## src/rtl/reset_sequencer.sv

```systemverilog
// Central reset controller: synchronizes release of the board reset, then releases
// NUM_STAGES domain resets in index order with a programmable gap; supports soft reset and hold.
//
// state   | meaning
// --------+------------------------------------------------------------
// S_RESET | all stages in reset, waiting for synchronized reset release
// S_WAIT  | counting the gap before releasing stage idx
// S_RUN   | every stage released, o_ready high
// S_DRAIN | soft reset in progress, all stages held for SOFT_HOLD cycles
module reset_sequencer #(
    parameter int NUM_STAGES  = 3,
    parameter int SYNC_DEPTH  = 2,
    parameter int STAGE_DELAY = 4,
    parameter int SOFT_HOLD   = 8
) (
    input  logic                  i_clk,
    input  logic                  i_areset_n,
    input  logic                  i_soft_rst,
    input  logic                  i_hold,
    output logic [NUM_STAGES-1:0] o_rst_n,
    output logic                  o_ready,
    output logic [1:0]            o_state
);

    localparam int CNT_MAX = (STAGE_DELAY > SOFT_HOLD) ? STAGE_DELAY : SOFT_HOLD;
    localparam int CNT_W   = $clog2(CNT_MAX + 1);
    localparam int IDX_W   = (NUM_STAGES > 1) ? $clog2(NUM_STAGES) : 1;

    localparam logic [CNT_W-1:0] GAP_LAST   = CNT_W'(STAGE_DELAY - 1);
    localparam logic [CNT_W-1:0] DRAIN_LAST = CNT_W'(SOFT_HOLD - 1);
    localparam logic [IDX_W-1:0] IDX_LAST   = IDX_W'(NUM_STAGES - 1);

    typedef enum logic [1:0] {
        S_RESET = 2'd0,
        S_WAIT  = 2'd1,
        S_RUN   = 2'd2,
        S_DRAIN = 2'd3
    } state_t;

    logic [SYNC_DEPTH-1:0] sync_q;
    logic                  sync_rst_n;

    state_t                state, state_nxt;
    logic [CNT_W-1:0]      cnt, cnt_nxt;
    logic [IDX_W-1:0]      idx, idx_nxt;
    logic [NUM_STAGES-1:0] rst_q, rst_nxt;
    logic                  ready_q, ready_nxt;

    // Assertion clears the chain at once; release ripples through SYNC_DEPTH flops.
    always_ff @(posedge i_clk or negedge i_areset_n) begin
        if (!i_areset_n) begin
            sync_q <= '0;
        end else begin
            sync_q <= {sync_q[SYNC_DEPTH-2:0], 1'b1};
        end
    end

    assign sync_rst_n = sync_q[SYNC_DEPTH-1];

    always_ff @(posedge i_clk or negedge i_areset_n) begin
        if (!i_areset_n) begin
            state   <= S_RESET;
            cnt     <= '0;
            idx     <= '0;
            rst_q   <= '0;
            ready_q <= 1'b0;
        end else begin
            state   <= state_nxt;
            cnt     <= cnt_nxt;
            idx     <= idx_nxt;
            rst_q   <= rst_nxt;
            ready_q <= ready_nxt;
        end
    end

    always_comb begin
        state_nxt = state;
        cnt_nxt   = cnt;
        idx_nxt   = idx;
        rst_nxt   = rst_q;
        ready_nxt = ready_q;

        case (state)
            S_RESET: begin
                if (sync_rst_n) begin
                    state_nxt = S_WAIT;
                    cnt_nxt   = '0;
                    idx_nxt   = '0;
                end
            end

            S_WAIT: begin
                // Soft reset wins over both hold and a release due on this edge.
                if (i_soft_rst) begin
                    state_nxt = S_DRAIN;
                    cnt_nxt   = '0;
                    idx_nxt   = '0;
                    rst_nxt   = '0;
                    ready_nxt = 1'b0;
                end else if (!i_hold) begin
                    if (cnt == GAP_LAST) begin
                        rst_nxt[idx] = 1'b1;
                        cnt_nxt      = '0;
                        idx_nxt      = idx + IDX_W'(1);
                        if (idx == IDX_LAST) begin
                            state_nxt = S_RUN;
                            ready_nxt = 1'b1;
                        end
                    end else begin
                        cnt_nxt = cnt + CNT_W'(1);
                    end
                end
            end

            S_RUN: begin
                if (i_soft_rst) begin
                    state_nxt = S_DRAIN;
                    cnt_nxt   = '0;
                    idx_nxt   = '0;
                    rst_nxt   = '0;
                    ready_nxt = 1'b0;
                end
            end

            S_DRAIN: begin
                // A repeated request restarts the hold window; i_hold has no effect here.
                if (i_soft_rst) begin
                    cnt_nxt = '0;
                end else if (cnt == DRAIN_LAST) begin
                    state_nxt = S_WAIT;
                    cnt_nxt   = '0;
                    idx_nxt   = '0;
                end else begin
                    cnt_nxt = cnt + CNT_W'(1);
                end
            end

            default: begin
                state_nxt = S_RESET;
            end
        endcase
    end

    assign o_rst_n = rst_q;
    assign o_ready = ready_q;
    assign o_state = state;

endmodule

```

## config.mk

```make
export PLATFORM = sky130hd
export DESIGN_NAME = reset_sequencer
export DESIGN_NICKNAME = d
export VERILOG_FILES = /design/src/rtl/reset_sequencer.sv
export SDC_FILE = /design/constraint.sdc
export NUM_CORES = 1
export LEC_CHECK = 0
export BUFFER_PORTS_ARGS = -buffer_cell sky130_fd_sc_hd__buf_2
export CAP_MARGIN = 25
export CELL_PAD_IN_SITES_DETAIL_PLACEMENT = 1
export CELL_PAD_IN_SITES_GLOBAL_PLACEMENT = 1
export CORE_UTILIZATION = 43
export CTS_CLUSTER_SIZE = 20
export DETAILED_ROUTE_END_ITERATION = 6
export GPL_ROUTABILITY_DRIVEN = 0
export PLACE_DENSITY = 0.73
export SYNTH_ARGS = -nofsm -noshare
export SYNTH_HDL_FRONTEND = slang
export SYNTH_SLANG_ARGS = --single-unit
```

## constraint.sdc

```tcl
create_clock -name i_clk -period 2.2 [get_ports i_clk]
set_input_delay 0.66 -clock i_clk [delete_from_list [all_inputs] [get_ports i_clk]]
set_output_delay 0.66 -clock i_clk [all_outputs]
set_load 0.05 [all_outputs]
```

* Word-level counts from Yosys, hierarchy flattened
Cells that the tools add are included.
Operators by class: add/subtract/negate cells 2, $lt $le $gt $ge 2, eq/ne operators 13, mux-type cells 38, bitwise gates (word level) 1, reduce and logical (&&, ||, !) cells 8
Operators by type and width (number):
- 2-bit 2-to-1 mux | 15
- 4-bit 2-to-1 mux | 7
- 2-bit one-hot mux with 4 select lines | 2
- 4-bit one-hot mux with 4 select lines | 1
- 3-bit 2-to-1 mux | 4
- 3-bit inequality test, second input constant | 3
- 2-bit inequality test, second input constant | 4
- 7-bit AND reduction | 1
- 2-bit equality test, second input constant | 3
- 1-bit 2-to-1 mux | 6
- 3-bit one-hot mux with 2 select lines | 1
- 6-bit AND reduction | 1
- 5-bit AND reduction | 1
- 4-bit by 1-bit adder with 4-bit output, second input constant | 1
- 4-bit by 2-bit equality test with 1-bit output, second input constant | 1
- 4-bit by 3-bit equality test with 1-bit output, second input constant | 1
- 4-bit AND reduction | 1
- 2-bit by 3-bit less-than comparator with 1-bit output, second input constant | 1
- 3-bit bitwise OR | 1
- 3-bit AND reduction | 1
- 2-bit by 1-bit adder with 2-bit output, second input constant | 1
- 1-bit demux with 2-bit select | 1
- 2-bit by 1-bit equality test with 1-bit output, second input constant | 1
- 2-bit by 1-bit greater-or-equal comparator with 1-bit output, second input constant | 1
- other kinds (4) | 4
Storage, ports and cells: flip-flop bits (word level) 14, input bits 4, output and inout bits 6, logic and storage cells 70

* Longest topological paths before layout
Gate-level depths: netlist of run 1.
depth in word-level cells 9, mapped depth 7, mapped depth without buffers 6

* Least setup slack after synthesis of run 1
Ideal clock, no wire load.
path type register to register, start point register state[0] (netlist: o_state[0]), end point register cnt[2], library setup time 0.076 ns, arrival 1.963 ns, required time 2.124 ns, path slack 0.160 ns, stages on the path, launching flop included 7, buffers on the path 0, clock period less this slack 2.040 ns, cell sequence dfrtp_1 inv_1 ha_1 nor2b_1 o21bai_1 or4_1 o21ai_1
On the way: word-level cells in the longest chain between the ends 3, elaborated cells on any way between the ends 9, those cells by class 6 x eq/ne; 1 x mux; 2 x reduce/logical
Ends and longest elaborated chain:
- from (decl) | line 43 | state_t state, state_nxt;
- from (signal assigned) | line 68 | state <= state_nxt;
- 2-bit by 1-bit equality test with 1-bit output (tied with other cells) | line 83 | case (state)
- 3-bit inequality test (no source line) or 2-bit inequality test (tied branches)
- 3-bit AND reduction (no source line)
- to (signal assigned) | line 69 | cnt <= cnt_nxt;
- to (decl) | line 44 | logic [CNT_W-1:0] cnt, cnt_nxt;
Several ways; a longest one is shown, not always the timed one. A chain may end at the register's enable or synchronous reset.

* Final worst setup path of run 1
Same ends and word-level chain as after synthesis.

==> results of run 1 <==
==> registers in the layout (all words and copies together), names as in the netlist <==
register and cells:
cnt 4, idx 2, o_ready 1, o_rst_n 3
o_state 2, sync_q 2
==> metal layers <==
layer / wire, µm / up-vias / GRT usage [%]
met5: 0 / - / 0
met4: 25 / 0 / 8.82
met1: 878 / 303 / 26.8
met2: 796 / 8 / 29.9
met3: 51 / 2 / 6.67
li1: - / 309 / -
==> cell type report <==
cell class	instances	share of cell area (%)
multi-input cells	61	49.5
flip-flops and latches	14	37.5
repair buffers	10	5.63
well taps	25	3.35
clock buffers	3	2.41
inverters	4	1.61
==> through the flow <==
stage          hold WS [ns]  power, mW  cell area [µm²]  worst slack (ns)
2_1_floorplan         0.331       1.02              836             0.160
3_3_place_gp          0.332       1.19              911             0.212
3_5_place_dp          0.362       1.21              911             0.180
4_1_cts               0.271       1.36              933             0.294
5_1_grt               0.282       1.46              933             0.156
6_report              0.261       1.36              933             0.295
==> cells in the final DEF, fill, tap and decap left out, types with 2 or more instances in the layout <==
| master | synthesis | routed |
|---|---|---|
| nand3b_1 | 2 | 2 |
| a21oi_1 | 6 | 6 |
| nand2_1 | 5 | 5 |
| o21ai_0 | 5 | 5 |
| ha_1 | 8 | 8 |
| a31oi_1 | 4 | 4 |
| nor3_1 | 2 | 2 |
| nor2_1 | 3 | 3 |
| mux2_4 | 2 | 2 |
| nor2b_1 | 3 | 3 |
| inv_1 | 4 | 4 |
| dfrtp_1 | 14 | 14 |
| buf_2 | 1 | 9 |
| nand2b_1 | 3 | 3 |
| clkbuf_4 | 0 | 3 |
| mux2i_1 | 2 | 2 |
==> worst reg2reg max path, cell delays in order, from the launching register on <==
cell and delay, ns:
dfrtp_1 0.47, inv_1 0.10, ha_1 0.19, nor2b_1 0.14, o21bai_1 0.27, or4_1 0.55
o21ai_1 0.12
==> cell families after synthesis <==
group	count (synthesis)	share of synthesized area (%)
adder cells (fa/ha/maj)	8	12.0
XOR/XNOR	1	1.05
buffers and inverters	6	2.84
other	1	0.449
flip-flops	14	41.9
AO/OA/AOI/OAI	19	14.1
multiplexers	4	5.99
AND/OR/NAND/NOR	28	21.7
==> power by group through the flow <==
stage	registers [mW]	logic (mW)	clock network [mW]
floorplan	0.559	0.465	0
detailed placement	0.404	0.807	0
global route	0.416	0.876	0.165
CTS	0.399	0.812	0.153
global placement	0.399	0.789	0
finish	0.398	0.811	0.148
==> worst paths after layout <==
check / startpoint / end / slack, ns / cells past startpoint
min reg2reg: sync_q[0] / sync_q[1] / 0.38 / 0
min: i_areset_n / o_state[1] / 0.26 / 1
max reg2reg: o_state[0] / cnt[2] / 0.29 / 6
max in group asynchronous: i_areset_n / o_ready / 1.71 / 1
min in group i_clk: sync_q[0] / sync_q[1] / 0.38 / 0
max: o_state[0] / cnt[2] / 0.29 / 6
==> results.md, run 1 <==
* Status: finished clean
* Worst Setup End Kind: flop
* Switching Power at around 0.67 mW
* Post-synth top cells: dfrtp_1 (14), ha_1 (8), a21oi_1 (6)
* Synth top area share at a little over two fifths
* Fin. max-slew vios at 0
* CP max FO at 7
* Crit path time final at 1.91 ns
* 1st-iter DRT viols at 3
* Die area at 0.00212 mm²
* Skew-Pair Late Insertion Delay at about 0.27 ns
* Logic pwr share at 59.8%
* Mapped Area at 836 µm²
* Root buf cell: clkbuf_4
* Kind of cell adding the most delay to the critical path: simple AND/OR/NAND/NOR gates
* Routed WL at 1.75 mm
* Number of diodes at 0
* Finish-stage setup viols at 0
* Die height at approximately 46 µm
* Worst clock skew at ~0.0024 ns
* Clock transition at path regs at 0.09 ns
* RSZ-0062 raised after global routing: no
* Setup repair bufs after CTS at 0
* Critical path class: reg -> reg
* FF+latch area at 350 µm²
* Crit path max-delay cell type: or4_1
* Seq/Total Area, Yosys at 41.9%
* Post-Syn Nets at 93
* Final setup TNS at 0 ns
* CTS sink count at 14
* Flops & latches, synth at 14
* Buf+Inv Stages, Crit Path at 1
* Most used DFF post-synth: dfrtp_1
* DR pass1 iterations at 4
* Vias in the first global route at between 600 and 700
* Clock Power Share at 10.9%
* Antenna violations before repair at 0
* Least-Margin Pin Slew at 0.506 ns
* Max-Cap Viols at 0
* Leakage at 0.427 nW
* Pwr/cell area at ~1500 mW/mm²
* Avg WL per Cell at ~15 µm
* Worst endpoint required time at 2.41 ns
* Post-CTS resize count at 0
* Largest area contributor in the netlist: dfrtp_1
* Clk buf depth at 2
* All-Layer GR Usage at 20.2%
* Fin nets at 106
* Post-synth ARST share at 100%
* Antenna Nets Post-Route at 0
* Switching share of total power at 49.4%
* Distinct cell type count after synthesis at 32
* Initial Util at 46.9%
* Post-Layout Cell Count at 117
* IO Pins at 10
* Grt total ovfl at 0
* H-tree depth at 1
* Design internal power at 0.686 mW
* Chip width at roughly 46 µm
* Drt via density at 5.32
* Share of total power in sequential cells at 29.3%
* Remaining DRCs at 0
* Final core utilization at 52.4%
* CP arrival at 2.11 ns
* EDFF count, synth at 0
* Layout cell share with drive strength beyond 1 at 22.8%
* Max incr delay on CP at around 0.55 ns
* Cts hold-fix bufs at 0
* Total core area at 0.00178 mm²
* Largest net degree at the start of global routing at 15
* Final worst-path cycle share at a little under 90%
* Area of the multi-input gates at 462 µm²
* Critical path startpoint category: flop
* Most common cell in the netlist: dfrtp_1
* Fmax at 525 MHz
* Mapped Cells at 81
* Synth-to-Final Area Change at 11.7%
* Critical path cell sequence: inv_1 > ha_1 > nor2b_1 > o21bai_1 > or4_1 > o21ai_1
* DR vias at between 600 and 700
* Post-DP HPWL at 1.31 mm
* TritonCTS Buffers at 3
* Peak supply drop at ~0.0012 V
* Synthesis Warnings at 0
* Rel. slew slack at 66.2%
* I/O Buffers at 9
* Hold Path Class: in -> async
* Top post-synthesis cells by area: dfrtp_1 (42%), ha_1 (12%), a21oi_1 (3.6%)
* Rows at 15
* TritonCTS clock tree: done
* First-pass GRT wire length at 2.88 mm
* Placed cells at 114
* Final hold viol count at 0
* Mean Syn Cell Area at a little over 10 µm²
* Fillcell total at 218
(Power assumes the default switching activity.)
==> inputs of run 2 (changes only) <==
--- a/config.mk
+++ b/config.mk
@@ -13,7 +13,8 @@
 export CTS_CLUSTER_SIZE = 20
 export DETAILED_ROUTE_END_ITERATION = 6
 export GPL_ROUTABILITY_DRIVEN = 0
-export PLACE_DENSITY = 0.73
+export PLACE_DENSITY = 0.75
 export SYNTH_ARGS = -nofsm -noshare
 export SYNTH_HDL_FRONTEND = slang
 export SYNTH_SLANG_ARGS = --single-unit
+export TNS_END_PERCENT = 50
==> run 2 against run 1 <==
- setup slack worse by 0.0065 ns
- sequential cell count unchanged
- cell count unchanged
- power down 0.36%
- clock power about the same
- largest power group unchanged
==> results.md, run 2 (synthesized netlist as in run 1, its figures left out) <==
* Status: finished clean
* Switching Power at 0.665 mW
* Worst endpoint required time at 2.37 ns
* CTS sink count at 14
* Largest net degree at the start of global routing at 15
* Skew-Pair Late Insertion Delay at 0.28 ns
* Worst Setup End Kind: flop
* Critical path cell sequence: ha_1 > or4b_4 > a21oi_4 > nand2_2 > mux2_4
* Rows at 15
* Fmax at 523 MHz
* Grt total ovfl at 0
* I/O Buffers at 9
* Clk buf depth at 2
* Chip width at between 40 and 50 µm
* Max incr delay on CP at around 0.50 ns
* TritonCTS clock tree: done
* Avg WL per Cell at 14.8 µm
* Drt via density at ~5.6
* Hold Path Class: in -> async
* Peak supply drop at 0.000842 V
* Crit path max-delay cell type: or4b_4
* Critical path startpoint category: flop
* DR pass1 iterations at 4
* Number of diodes at 0
* CP max FO at 5
* Finish-stage setup viols at 0
* Clock Power Share at 10.7%
* H-tree depth at 1
* Synth-to-Final Area Change at 11.7%
* Vias in the first global route at 591
* Pwr/cell area at 1450 mW/mm²
* Cts hold-fix bufs at 0
* Fin. max-slew vios at 0
* CP arrival at about 2.1 ns
* 1st-iter DRT viols at 4
* Post-CTS resize count at 0
* TritonCTS Buffers at 3
* Commonest non-fill, non-tap cell in the layout: dfrtp_1
* Post-DP HPWL at about 1.3 mm
* Most flop-heavy register: cnt
* Logic pwr share at about 60%
* IO Pins at 10
* First-pass GRT wire length at 2.90 mm
* Remaining DRCs at 0
* Crit path time final at between 1.5 and 2 ns
* R2R setup slack at 0.29 ns
* Worst clock skew at 0.0102 ns
* Switching share of total power at 49.1%
* Most frequent cells in the layout: dfrtp_1 (14), buf_2 (9), ha_1 (8)
* Fin nets at ~110
* Routed WL at 1.73 mm
* Total core area at 0.00178 mm²
* Root buf cell: clkbuf_4
* Design internal power at 0.688 mW
* Leakage at 0.427 nW
* DR vias at 658
* All-Layer GR Usage at 19.6%
* Critical path class: reg -> reg
* Max FFs per register at 4
* Clock transition at path regs at 0.09 ns
* Reg2Reg Launch Point: cnt[0]
* Final Power at 1.35 mW
* Final hold viol count at 0
* Max-Cap Viols at 0
* Buf+Inv Stages, Crit Path at 0
* Die area at 0.00212 mm²
* Final core utilization at 52.4%
* Antenna Nets Post-Route at 0
* Share of total power in sequential cells at 29.4%
* RSZ-0062 raised after global routing: no
* Layout cell share with drive strength beyond 1 at 22.8%
* Critical R2R Capture: idx[0]
* Setup repair bufs after CTS at 0
* Die height at 46.1 µm
* Kind of cell adding the most delay to the critical path: simple AND/OR/NAND/NOR gates
* Initial Util at 46.9%
* Final worst-path cycle share at 86.9%
* Final setup TNS at 0 ns
* Antenna violations before repair at 0
* R2r worst-path depth at 5
run 2: final cells by class:
class | count | area [µm²]
fill | 218 | 850
sequential | 14 | 350
multi-input combinational | 61 | 462
tap | 25 | 31.3
clock buffer | 3 | 22.5
timing repair buffer | 10 | 52.6
inverter | 4 | 15.0
run 2: worst max path at each step:
stage	startpoint	end	slack [ns]	cells past startpoint
global placement	i_hold	idx[0]	0.21	5
finish	cnt[0]	idx[0]	0.29	5
CTS	cnt[0]	idx[0]	0.31	5
floorplan	o_state[0]	cnt[2]	0.16	6
detailed placement	i_hold	idx[0]	0.18	5
global route	o_state[1]	cnt[2]	0.17	6
run 2: per-layer routing:
metal | vias up | global-route usage (%) | wire length [µm]
li1 | 311 | - | -
met1 | 324 | 31.7 | 915
met2 | 19 | 25.1 | 729
met3 | 4 | 3.53 | 71
met4 | 0 | 7.06 | 17
met5 | - | 0 | 0
run 2: per-stage QoR:
| step | hold slack (ns) | area, µm² | setup slack, ns | std cells |
|---|---|---|---|---|
| detailed placement | 0.339 | 911 | 0.178 | 114 |
| finish | 0.261 | 933 | 0.288 | 117 |
| global placement | 0.342 | 911 | 0.206 | 114 |
| CTS | 0.282 | 933 | 0.308 | 117 |
| floorplan | 0.331 | 836 | 0.160 | 81 |
| global route | 0.290 | 933 | 0.173 | 117 |
run 2: power groups by stage:
| stage | logic (mW) | registers, mW | clock network (mW) |
|---|---|---|---|
| after detailed placement | 0.811 | 0.403 | 0 |
| final | 0.810 | 0.397 | 0.145 |
| after CTS | 0.814 | 0.400 | 0.145 |
| after global routing | 0.887 | 0.411 | 0.158 |
| after global placement | 0.791 | 0.399 | 0 |
| after floorplan | 0.465 | 0.559 | 0 |
run 2: worst register-to-register path: cells and delay by family (launching register included):
kind,cells,cell delay [ns]
adders and majority gates,1,0.27
DFF,1,0.40
and+or+nand+nor,2,0.60
muxes,1,0.30
AOI/OAI and AO/OA,1,0.24
==> inputs of run 3 (changes only) <==
--- a/config.mk
+++ b/config.mk
@@ -8,12 +8,12 @@
 export BUFFER_PORTS_ARGS = -buffer_cell sky130_fd_sc_hd__buf_2
 export CAP_MARGIN = 25
 export CELL_PAD_IN_SITES_DETAIL_PLACEMENT = 1
-export CELL_PAD_IN_SITES_GLOBAL_PLACEMENT = 1
-export CORE_UTILIZATION = 43
+export CELL_PAD_IN_SITES_GLOBAL_PLACEMENT = 2
+export CORE_UTILIZATION = 35
 export CTS_CLUSTER_SIZE = 20
 export DETAILED_ROUTE_END_ITERATION = 6
 export GPL_ROUTABILITY_DRIVEN = 0
-export PLACE_DENSITY = 0.75
+export PLACE_DENSITY = 0.74
 export SYNTH_ARGS = -nofsm -noshare
 export SYNTH_HDL_FRONTEND = slang
 export SYNTH_SLANG_ARGS = --single-unit
==> run 3 against run 2 <==
- clock power rose by 28%
- fmax down 2.1%
- sequential cell count is the same
- final area grew 1.1%
- die area is 22% higher
- first-iteration DRC count increased by 25%
- power up 2.0%
- clock-buffer cell count rose by 1
- worst hold slack better by 0.0025 ns
- core utilization is 10 points lower
- largest power group unchanged
==> results.md, run 3 (synthesized netlist as in run 1, its figures left out) <==
* RSZ-0062 raised after global routing: no
* Fmax at 512 MHz
* Largest net degree at the start of global routing at 15
* Crit path max-delay cell type: or4b_4
* Met1 usage at 22.3%
* Final hold viol count at 0
* Clock transition at path regs at 0.09 ns
* Critical R2R Capture: idx[0]
* 1st-iter DRT viols at 5
* TritonCTS clock tree: done
* Crit path time final at 1.95 ns
* Leakage at between 0.4 and 0.5 nW
* Pwr/cell area at between 1000 and 1500 mW/mm²
* Synth-to-Final Area Change at 12.9%
* Worst Setup End Kind: flop
* Vias in the first global route at 646
* Die height at slightly above 50 µm
* Critical path cell sequence: ha_1 > or4b_4 > a21oi_4 > nand2_2 > mux2_4
* Placed Area at just over 900 µm²
* Number of diodes at 0
* Met2 usage at 25.1%
* Rows at 17
* R2R setup slack at 0.25 ns
* Critical path startpoint category: flop
* Max incr delay on CP at 0.50 ns
* GR Util met3 at approximately 2.1%
* Commonest non-fill, non-tap cell in the layout: dfrtp_1
* Area of the multi-input gates at 462 µm²
* TritonCTS Buffers at 3
* Setup repair bufs after CTS at 0
* Most frequent cells in the layout: dfrtp_1 (14), buf_2 (9), ha_1 (8)
* All-Layer GR Usage at 16.1%
* Worst endpoint required time at 2.37 ns
* Total core area at ~0.0022 mm²
* Chip width at 50.9 µm
* Fillcell total at 269
* Root buf cell: clkbuf_4
* Most flop-heavy register: cnt
* Remaining DRCs at 0
* Die area at approximately 0.0026 mm²
* Initial Util at 37.4%
* Post-DP HPWL at about 1.3 mm
* DR vias at approximately 640
* Max-Cap Viols at 0
* Antenna violations before repair at 0
* Design Area, Final at approximately 940 µm²
* Hold Path Class: in -> async
* Status: finished clean
* I/O Buffers at 9
* Post-CTS resize count at 0
* Layout cell share with drive strength beyond 1 at 22.8%
* Antenna Nets Post-Route at 0
* Max FFs per register at 4
* Final setup TNS at 0 ns
* Drt via density at ~5.4
* Critical path class: reg -> reg
* Fin. max-slew vios at 0
* CTS sink count at 14
* Avg WL per Cell at about 15 µm
* Grt total ovfl at 0
* Peak supply drop at 0.000607 V
* DR pass1 iterations at 2
* CP max FO at 8
* Worst clock skew at roughly 0.0034 ns
* H-tree depth at 1
* Routed WL at 1.77 mm
* R2r worst-path depth at 5
* Clk buf depth at 2
* FF+latch area at 350 µm²
* Finish-stage setup viols at 0
* IO Pins at 10
* Skew-Pair Late Insertion Delay at between 0.2 and 0.3 ns
* First-pass GRT wire length at roughly 3 mm
* Cts hold-fix bufs at 0
* Fin nets at ~110
* Reg2Reg Launch Point: cnt[0]
* GR peak layer: met2
* CP arrival at 2.12 ns
* Final worst-path cycle share at about 89%
[run 3: cell count changes in the layout (fill, tap and decap cells not counted)]
cell / change
buf_4: -1
clkbuf_8: +1
[run 3: layout make-up]
cell class              count  share of cell area [%]
multi-input cells          61                    48.9
flip-flops and latches     14                    37.1
repair buffers              9                    4.77
clock buffers               4                    3.85
well taps                  28                    3.71
inverters                   4                    1.59
[run 3: report_power, final]
part | leakage (nW) | total [mW] | switching (mW) | internal [mW]
Sequential | 0.179 | 0.400 | 0.0670 | 0.333
Combinational | 0.230 | 0.793 | 0.513 | 0.280
Clock | 0.0210 | 0.186 | 0.0852 | 0.101
[run 3: per-stage QoR]
| step | util, % | std cells | hold slack [ns] | setup slack, ns | total power [mW] |
|---|---|---|---|---|---|
| final | 42.2 | 120 | 0.264 | 0.248 | 1.38 |
| after global placement | 40.6 | 116 | 0.333 | 0.127 | 1.19 |
| after CTS | 42.2 | 120 | 0.268 | 0.252 | 1.39 |
| after floorplan | - | 81 | 0.331 | 0.160 | 1.02 |
| after global routing | 42.2 | 120 | 0.282 | 0.142 | 1.49 |
| after detailed placement | 40.6 | 116 | 0.346 | 0.116 | 1.20 |
[run 3: worst max-delay path, delay by kind of cell, from the launching register on]
family	cells	cell delay, ns
simple gates	2	0.61
flops	1	0.40
mux	1	0.31
compound gates	1	0.28
fa+ha+maj	1	0.25
[run 3: worst max-delay path by stage]
| stage | to | slack [ns] | startpoint |
|---|---|---|---|
| 2_1_floorplan | cnt[2] | 0.16 | o_state[0] |
| 3_3_place_gp | idx[0] | 0.13 | i_hold |
| 3_5_place_dp | idx[0] | 0.12 | i_hold |
| 4_1_cts | idx[0] | 0.25 | cnt[0] |
| 5_1_grt | cnt[2] | 0.14 | o_state[1] |
| 6_report | idx[0] | 0.25 | cnt[0] |
[run 3: metal layers]
layer  vias up  share of wire (%)
met5         -                  0
met4         0                1.6
met2        10                 43
met3         4                2.9
li1        308                  -
met1       320                 52
